File: config.mk
export PLATFORM = sky130hd
export DESIGN_NAME = rice_block_sequencer
export DESIGN_NICKNAME = d
export VERILOG_FILES = /design/src/rtl/rice_pkg.sv /design/src/rtl/rice_opt_decode.sv /design/src/rtl/rice_block_sequencer.sv
export SDC_FILE = /design/constraint.sdc
export NUM_CORES = 1
export LEC_CHECK = 0
export ABC_CLOCK_PERIOD_IN_PS = 2200
export CAP_MARGIN = 0
export CORE_ASPECT_RATIO = 0.5
export CORE_UTILIZATION = 50
export CTS_BUF_LIST = sky130_fd_sc_hd__clkbuf_4
export DETAILED_ROUTE_END_ITERATION = 8
export PLACE_DENSITY = 0.8
export REMOVE_ABC_BUFFERS = 1
export SETUP_SLACK_MARGIN = 0.02
export SLEW_MARGIN = 30
export SYNTH_ARGS = -nofsm -noshare
export SYNTH_HDL_FRONTEND = slang
export SYNTH_SLANG_ARGS = --single-unit
export TNS_END_PERCENT = 50
File: constraint.sdc
create_clock -name clk -period 2.2 [get_ports clk]
set_input_delay 0.33 -clock clk [delete_from_list [all_inputs] [get_ports clk]]
set_output_delay 0.33 -clock clk [all_outputs]
set_load 0.005 [all_outputs]
File: src/rtl/rice_pkg.sv
// Shared definitions for the Rice split-sample block sequencer and its option
// decoder: configuration widths, option-ID code points, legal block sizes,
// FSM state encoding and the option-ID to split-bit (k) mapping.
package rice_pkg;

  localparam int unsigned ID_W      = 4;   // option-ID width (covers n up to 10)
  localparam int unsigned SYM_W     = 10;  // sample width; n_cfg must not exceed it
  localparam int unsigned J_MAX     = 32;  // largest legal block size
  localparam int unsigned CNT_W     = 6;   // width of k, j, n and the sample counter
  localparam int unsigned NCFG_W    = 4;   // width of the n_cfg descriptor field
  localparam int unsigned BLK_CNT_W = 16;  // completed-block counter width

  localparam logic [ID_W-1:0] ID_ZERO   = '0;
  localparam logic [ID_W-1:0] ID_FS     = ID_W'(1);
  localparam logic [ID_W-1:0] ID_NOCOMP = '1;

  localparam logic [CNT_W-1:0] J_8  = CNT_W'(8);
  localparam logic [CNT_W-1:0] J_16 = CNT_W'(16);
  localparam logic [CNT_W-1:0] J_32 = CNT_W'(J_MAX);

  typedef enum logic [2:0] {
    IDLE = 3'd0,
    LOAD = 3'd1,
    RUN  = 3'd2,
    CAP  = 3'd3,
    DONE = 3'd4
  } state_e;

  // Split bits for an option ID; uncompressed blocks carry all n bits as "split".
  function automatic logic [CNT_W-1:0] opt_to_k(input logic [ID_W-1:0]   id,
                                                input logic [NCFG_W-1:0] n);
    logic [CNT_W-1:0] k;
    if ((id == ID_ZERO) || (id == ID_FS)) k = '0;
    else if (id == ID_NOCOMP)             k = CNT_W'(n);
    else                                  k = CNT_W'(id) - CNT_W'(1);
    return k;
  endfunction

  function automatic logic j_is_legal(input logic [CNT_W-1:0] j);
    return (j == J_8) || (j == J_16) || (j == J_32);
  endfunction

endpackage

File: src/rtl/rice_opt_decode.sv
// Combinational option-ID decoder.
// Ports:
//   id_i        coded option ID
//   j_i         block size (legality only)
//   n_i         bits per sample
//   k_c_o       split bits for the block
//   zero_c_o    option ID marks an all-zero block
//   illegal_c_o descriptor is not a legal block (bad j, n, or k >= n for split IDs)
module rice_opt_decode
  import rice_pkg::*;
(
  input  logic [ID_W-1:0]   id_i,
  input  logic [CNT_W-1:0]  j_i,
  input  logic [NCFG_W-1:0] n_i,
  output logic [CNT_W-1:0]  k_c_o,
  output logic              zero_c_o,
  output logic              illegal_c_o
);

  logic split_c;

  always_comb begin
    k_c_o       = opt_to_k(id_i, n_i);
    zero_c_o    = (id_i == ID_ZERO);
    split_c     = (id_i != ID_ZERO) && (id_i != ID_FS) && (id_i != ID_NOCOMP);
    illegal_c_o = !j_is_legal(j_i)
                || (n_i == '0)
                || (32'(n_i) > SYM_W)
                || (split_c && (k_c_o >= CNT_W'(n_i)));
  end

endmodule

File: src/rtl/rice_block_sequencer.sv
// Block sequencer for the Rice split-sample reconstruction datapath.
// Accepts one descriptor per block, then drives one ldor cycle, j run cycles,
// one valid capture cycle, and holds done_valid until the downstream accepts.
// Ports:
//   clk, reset            clock and asynchronous active-low reset
//   blk_valid/blk_ready   descriptor handshake (option_id, j_cfg, n_cfg)
//   ldor, valid           datapath load and capture strobes
//   k, j, n, zero_blk     per-block datapath controls, held from accept
//   busy                  sequencer is not idle
//   done_valid/done_ready block-result handshake
//   blk_count             completed blocks, wraps
//   err                   sticky illegal-descriptor flag (RICE_SEQ_ERR_CHK_EN only)
// Optional feature macro: RICE_SEQ_ERR_CHK_EN
module rice_block_sequencer
  import rice_pkg::*;
(
  input  logic                 clk,
  input  logic                 reset,
  input  logic                 blk_valid,
  output logic                 blk_ready,
  input  logic [ID_W-1:0]      option_id,
  input  logic [5:0]           j_cfg,
  input  logic [3:0]           n_cfg,
  output logic                 ldor,
  output logic                 valid,
  output logic [5:0]           k,
  output logic [5:0]           j,
  output logic [5:0]           n,
  output logic                 zero_blk,
  output logic                 busy,
  output logic                 done_valid,
  input  logic                 done_ready,
  output logic [15:0]          blk_count
`ifdef RICE_SEQ_ERR_CHK_EN
  ,
  output logic                 err
`endif
);

  state_e                 state_q, state_d;
  logic [CNT_W-1:0]       cnt_q, cnt_d;
  logic [CNT_W-1:0]       k_q, k_d, j_q, j_d, n_q, n_d;
  logic                   zero_q, zero_d;
  logic                   ldor_q, ldor_d, valid_q, valid_d;
  logic                   busy_q, busy_d, ready_q, ready_d, done_q, done_d;
  logic [BLK_CNT_W-1:0]   count_q, count_d;
  logic                   accept_c;

  logic [CNT_W-1:0]       dec_k_c;
  logic                   dec_zero_c, dec_illegal_c, zero_acc_c;

  rice_opt_decode u_decode (
    .id_i        (option_id),
    .j_i         (j_cfg),
    .n_i         (n_cfg),
    .k_c_o       (dec_k_c),
    .zero_c_o    (dec_zero_c),
    .illegal_c_o (dec_illegal_c)
  );

  // An illegal descriptor is turned into an all-zero block when checking is on.
`ifdef RICE_SEQ_ERR_CHK_EN
  assign zero_acc_c = dec_zero_c | dec_illegal_c;
`else
  logic unused_illegal;
  assign unused_illegal = dec_illegal_c;
  assign zero_acc_c     = dec_zero_c;
`endif

  assign accept_c = (state_q == IDLE) && ready_q && blk_valid;

  // Next state, held controls and registered strobes (decoded from next state).
  always_comb begin
    state_d = state_q;
    cnt_d   = cnt_q;
    k_d     = k_q;
    j_d     = j_q;
    n_d     = n_q;
    zero_d  = zero_q;
    count_d = count_q;

    unique case (state_q)
      IDLE: begin
        if (accept_c) begin
          k_d     = dec_k_c;
          j_d     = j_cfg;
          n_d     = CNT_W'(n_cfg);
          zero_d  = zero_acc_c;
          state_d = zero_acc_c ? DONE : LOAD;
        end
      end
      LOAD: begin
        cnt_d   = j_q;
        state_d = RUN;
      end
      RUN: begin
        cnt_d = cnt_q - CNT_W'(1);
        // <= keeps a j=0 descriptor from wrapping the counter into 64 cycles
        if (cnt_q <= CNT_W'(1)) state_d = CAP;
      end
      CAP: state_d = DONE;
      DONE: begin
        if (done_ready) begin
          count_d = count_q + BLK_CNT_W'(1);
          state_d = IDLE;
        end
      end
      default: state_d = IDLE;
    endcase

    ldor_d  = (state_d == LOAD);
    valid_d = (state_d == CAP);
    done_d  = (state_d == DONE);
    busy_d  = (state_d != IDLE);
    ready_d = (state_d == IDLE);
  end

  always_ff @(posedge clk or negedge reset) begin
    if (!reset) begin
      state_q <= IDLE;
      cnt_q   <= '0;
      k_q     <= '0;
      j_q     <= '0;
      n_q     <= '0;
      zero_q  <= 1'b0;
      ldor_q  <= 1'b0;
      valid_q <= 1'b0;
      busy_q  <= 1'b0;
      ready_q <= 1'b0;
      done_q  <= 1'b0;
      count_q <= '0;
    end else begin
      state_q <= state_d;
      cnt_q   <= cnt_d;
      k_q     <= k_d;
      j_q     <= j_d;
      n_q     <= n_d;
      zero_q  <= zero_d;
      ldor_q  <= ldor_d;
      valid_q <= valid_d;
      busy_q  <= busy_d;
      ready_q <= ready_d;
      done_q  <= done_d;
      count_q <= count_d;
    end
  end

`ifdef RICE_SEQ_ERR_CHK_EN
  logic err_q;

  // Sticky until reset.
  always_ff @(posedge clk or negedge reset) begin
    if (!reset)                         err_q <= 1'b0;
    else if (accept_c && dec_illegal_c) err_q <= 1'b1;
  end

  assign err = err_q;
`endif

  assign blk_ready  = ready_q;
  assign ldor       = ldor_q;
  assign valid      = valid_q;
  assign k          = k_q;
  assign j          = j_q;
  assign n          = n_q;
  assign zero_blk   = zero_q;
  assign busy       = busy_q;
  assign done_valid = done_q;
  assign blk_count  = count_q;

endmodule

# After elaboration in Yosys (flattened, before gate mapping)

Index checks and enable logic that the tools add are counted.

Flip-flop bits (word level): 47
Logic and storage cells: 43
Output and inout bits: 40
Input bits: 18
Latch bits: 0
Bits in read-only memories: 0
Memories kept: 0
RAM bits: 0

Bitwise operators: 0
Reduce and logical (&&, ||, !) cells: 10
Div/mod/pow operators: 0
Multipliers: 0
Shifts and indexed selects: 0
Add/sub/neg operators: 3
Mux-type cells: 8
Equality and inequality tests: 9
Magnitude comparators: 1

Operators with widths:

| cell                  | number |
|---|---|
| $add 16x1->16 const B | 1 |
| $pmux 3 s5            | 1 |
| $mux 3                | 4 |
| $mux 6                | 2 |
| $pmux 6 s2            | 1 |
| $eq 3x2->1 const B    | 3 |
| $eq 3x1->1 const B    | 2 |
| $eq 3x3->1 const B    | 2 |
| $le 6x1->1 const B    | 1 |
| $logic_not 3->1       | 2 |
| $sub 6x1->6 const B   | 1 |
| $sub 4x1->5 const B   | 1 |
| $eq 4x1->1 const B    | 1 |
| $eq 4x4->1 const B    | 1 |
| $logic_not 4->1       | 1 |
| $reduce_and 2->1      | 2 |
| $reduce_bool 3->1     | 1 |
| $logic_and 1x1->1     | 2 |
| $reduce_bool 2->1     | 1 |
| $logic_or 1x1->1      | 1 |

# Longest topological paths before layout

Depth in word-level cells: 6
Gate-level depth with buffers: 6
Mapped depth without buffers: 6

# Modules after synthesis

Synthesis repeated with hierarchy kept, for this count alone.

Cell total of the unflattened synthesis: 218
Area total of the unflattened synthesis: 2387.3 um^2

By module, submodules not included:

| module               | times used | area an instance (um^2) | cells each | sequential area each (um^2) |
|---|---|---|---|---|
| rice_block_sequencer | 1          | 2060.7                  | 170        | 1176.1 |
| rice_opt_decode      | 1          | 326.6                   | 48         | 0.0 |

# Least setup slack after synthesis

No wires, ideal clock.

Kind: reg-to-reg
Start point: register state_q[0]
End point: register k_q[2] (netlist: k[2])
Cell stages (with the launch flop): 7
Clock period less this slack: 1.561 ns
Path buffers: 2
Arrival: 1.497 ns
Library setup time: 0.064 ns
Data required time: 2.136 ns
Setup slack: 0.639 ns
Cell sequence: dfrtp_1 > buf_6 > or2_4 > or3_4 > buf_6 > a211oi_2 > a21o_1

Longest elaborated chain between the ends: 4

Ends and longest elaborated chain:

| what                            | RTL line                                               | text |
|---|---|---|
| from (decl)                     | rice_block_sequencer.sv:40                             | `state_e state_q, state_d;` |
| from (signal assigned)          | rice_block_sequencer.sv:133                            | `state_q <= state_d;` |
| $logic_not 3->1 *               | rice_block_sequencer.sv:70, rice_block_sequencer.sv:82 |  |
| $logic_and 1x1->1 (2 in series) | rice_block_sequencer.sv:70                             | `assign accept_c = (state_q == IDLE) && ready_q && blk_valid;` |
| $reduce_and 2->1 (no line) *    | n/a                                                    |  |
| to (signal assigned)            | rice_block_sequencer.sv:135                            | `k_q <= k_d;` |
| to (decl)                       | rice_block_sequencer.sv:42                             | `logic [CNT_W-1:0] k_q, k_d, j_q, j_d, n_q, n_d;` |

Mark *: on every way between the ends. The rest lies on a longest branch, timed or not.
A chain may end at the register's enable or synchronous reset.

# Final worst setup path

Start point: register state_q[2]
End point: register state_q[0]

Longest elaborated chain between the ends: 5
Elaborated cells between the ends (all ways): 9
Classes of those cells: eq/ne: 4; mux: 2; reduce/logical: 3

Ends and longest elaborated chain:

| what                            | RTL line                                               | text |
|---|---|---|
| $logic_not 3->1                 | rice_block_sequencer.sv:70, rice_block_sequencer.sv:82 |  |
| $logic_and 1x1->1 (2 in series) | rice_block_sequencer.sv:70                             |  |
| $mux 3                          | rice_block_sequencer.sv:84                             | `if (accept_c) begin` |
| $pmux 3 s5 *                    | rice_block_sequencer.sv:82                             | `unique case (state_q)` |
| net state_d[0]                  | rice_block_sequencer.sv:40                             |  |

Mark *: on every way through the listed nets, which the timed path passes. The rest lies on a longest branch.

==> metrics.txt <==
outcome finished, final reports clean; initial antenna violation count 0; cell with the most instances after synthesis nand2_1; overall power slightly below 0.003 W; RSZ-0062 raised after global routing no; Max Cap Violations 0; grt ovf 0; crit end category flop; CP Launch Type flop; Max Buffers Root-to-Sink 2; crit path DAT around 2000 ps; Lkg Pwr around 1.3 nW; PwrDens 1057 nW/um2; GRT met1 Usage 0.2689; area of the multi-input gates 928.4 um2; drt pass-1 iters 4; worst setup path end state_q[0]$_DFF_PN0_; area share of xor/xnor cells in the synthesized design 0.06041; Slew headroom 0.6226; fillers 322; Antenna Nets Post-Route 0; I/O pins just under 60; Final Util 0.6950; CTS Buf Count 5; Core Area ~4000 um2; crit path max fanout 14; First DRT Iteration DRCs 84; H-tree depth 2; vias in the first global route roughly 1700; post-synthesis sequential area ratio 0.5293; post-DR wirelength/cell 13.39 um; clock latency on the worst-skew pair approximately 360 ps; met2 Usage GRT 0.3571; CTS clk-pin slew, worst paths between 100 and 150 ps; complex-gate fraction of the synthesized area 0.09839; first-pass GRT wire length 7555 um; Top FF cell, synth dfrtp_1; growth of design area from synthesis to finish 28.60%; Crit. Startpoint state_q[2]$_DFF_PN0_; row cnt 16; Final Hold Viols 0; number of flops mapped to enable cells by yosys 0; cell taking the most area after synthesis dfrtp_1; Syn Area/Cell about 10 um2; setup_tns 0 ps; top post-synthesis cells by area dfrtp_1 (53%), nand2_1 (9.7%), xnor2_1 (4.8%); met3 GRT Util 0.04717; antenna fix cells 0; worst-margin pin slew roughly 570 ps; Synth Area in Adders 0.03452; synth unique cells 40; via count roughly 1700; post-synth top area share 0.5293; final critical-path required period around 1800 ps; HPWL Detailed 3237 um; Warnings, synthesis 0; CP Data Required Time ~2500 ps; cts repair resizes 0; setup ws final roughly 450 ps; Initial Utilization 0.5404; Highest Clock Rate around 570 MHz; Min-Delay Path Class input port to asynchronous set/reset pin; Nets between 200 and 300; ratio of cells with drive above 1 in the final layout 0.06985; FF+latch count, synth 46; gr usage total 0.2138; Root Driver clkbuf_4; Die Area about 4600 um2; ys async rst share 1.000; largest net degree at the start of global routing between 40 and 50; final non-filler cell total ~330; Inst Count DP about 320; Final Max Tran Viols 0; Die X 95.27 um; R2R depth 4; worst r2r src state_q[2]$_DFF_PN0_; postcts setup bufs 0; CTS tree done; I/O Buffers 55; pre-CTS setup slack ~350 ps; synth cell count leaders nand2_1 (56), dfrtp_1 (46), xnor2_1 (12); GP Congestion 0.7812; Residual DRC 0; Post-Syn Area around 2200 um2; Setup-failing EPs final 0; largest family of logic cells by synthesized area simple AND/OR/NAND/NOR gates; worst r2r dst state_q[0]$_DFF_PN0_; multiplexer share of the synthesized area 0.01438; via/cell ratio about 5.3; clk sinks between 40 and 50; setup slack, reg-to-reg 450 ps; worst vdd ir roughly 0.53 mV; die height 48.63 um; kind of critical path flop to flop; Mapped Cells between 200 and 250; CTS Hold Buffers Added 0; register area between 1000 and 1500 um2; busiest grt layer met2; skew final between 10 and 15 ps; DRT Wirelength 4364 um; Final period util 0.7963; simple-gate share of the synthesized area 0.2158
[metal layers]
metal / vias up / wire (um)
met5: - / 0
met4: 0 / 68
met3: 9 / 171
met2: 40 / 2025
met1: 841 / 2098
li1: 843 / -
[flip-flops by register name, summed over array words and instances (netlist names)]
name / flops
blk_count: 16
cnt_q: 6
j: 6
k: 5
n: 4
state_q: 3
blk_ready: 1
busy: 1
done_valid: 1
ldor: 1
valid: 1
zero_blk: 1
[how the worst min path moves through the flow]
| stage | cells past startpoint | endpoint | slack [ps] | from |
|---|---|---|---|---|
| 5_1_grt | 2 | blk_count[1]$_DFFE_PN0P_ | 70 | reset |
| 3_5_place_dp | 2 | k[4]$_DFFE_PN0P_ | 450 | reset |
| 2_1_floorplan | 0 | blk_count[0]$_DFFE_PN0P_ | 30 | reset |
| 3_3_place_gp | 2 | k[4]$_DFFE_PN0P_ | 440 | reset |
| 6_report | 2 | state_q[2]$_DFF_PN0_ | 40 | reset |
| 4_1_cts | 2 | cnt_q[0]$_DFFE_PN0P_ | 40 | reset |
[report_power, final]
group / internal, W / switching (W) / total (W)
clock network: 0.000115 / 0.000257 / 0.000372
registers: 0.00111 / 0.000246 / 0.00135
logic: 0.000659 / 0.000571 / 0.00123
total: 0.00188 / 0.00107 / 0.00296
[through the flow]
stage,hold slack (ps),instance area [um2]
final,37.44,2796
after global routing,66.75,2796
after CTS,36.35,2796
after detailed placement,450.0,2749
after global placement,441.0,2749
after floorplan,34.41,2113
[cells by family after synthesis]
| group | Yosys count |
|---|---|
| simple gates | 94 |
| flops | 46 |
| compound gates | 32 |
| buf+inv | 18 |
| xor+xnor | 15 |
| fa+ha+maj | 6 |
| mux | 3 |
| other cells | 1 |
[cell usage in the layout (no fill, tap or decap), types with 5 or more instances in the layout]
| cell | n |
|---|---|
| clkdlybuf4s50_1 | 54 |
| a21oi_1 | 6 |
| nand4_1 | 7 |
| clkbuf_4 | 5 |
| nor2_1 | 9 |
| nand3_1 | 6 |
| dfrtp_1 | 46 |
| ha_1 | 6 |
| inv_1 | 9 |
| nand2_1 | 56 |
| xnor2_1 | 12 |
| o21ai_0 | 11 |
[worst max-delay path, cell delays in order (launching register included)]
cell	delay [ps]
dfrtp_1	560
nor3b_2	430
nand2_1	140
nor4_1	410
or2_1	160
[cell type report]
class / count / share of cell area
clock buffers: 5 / 0.01342
clock inverters: 2 / 0.003579
inverters: 9 / 0.01208
multi-input cells: 152 / 0.3320
flip-flops and latches: 46 / 0.4116
well taps: 54 / 0.02416
repair buffers: 58 / 0.2031
Power figures use the tool's default switching activity.
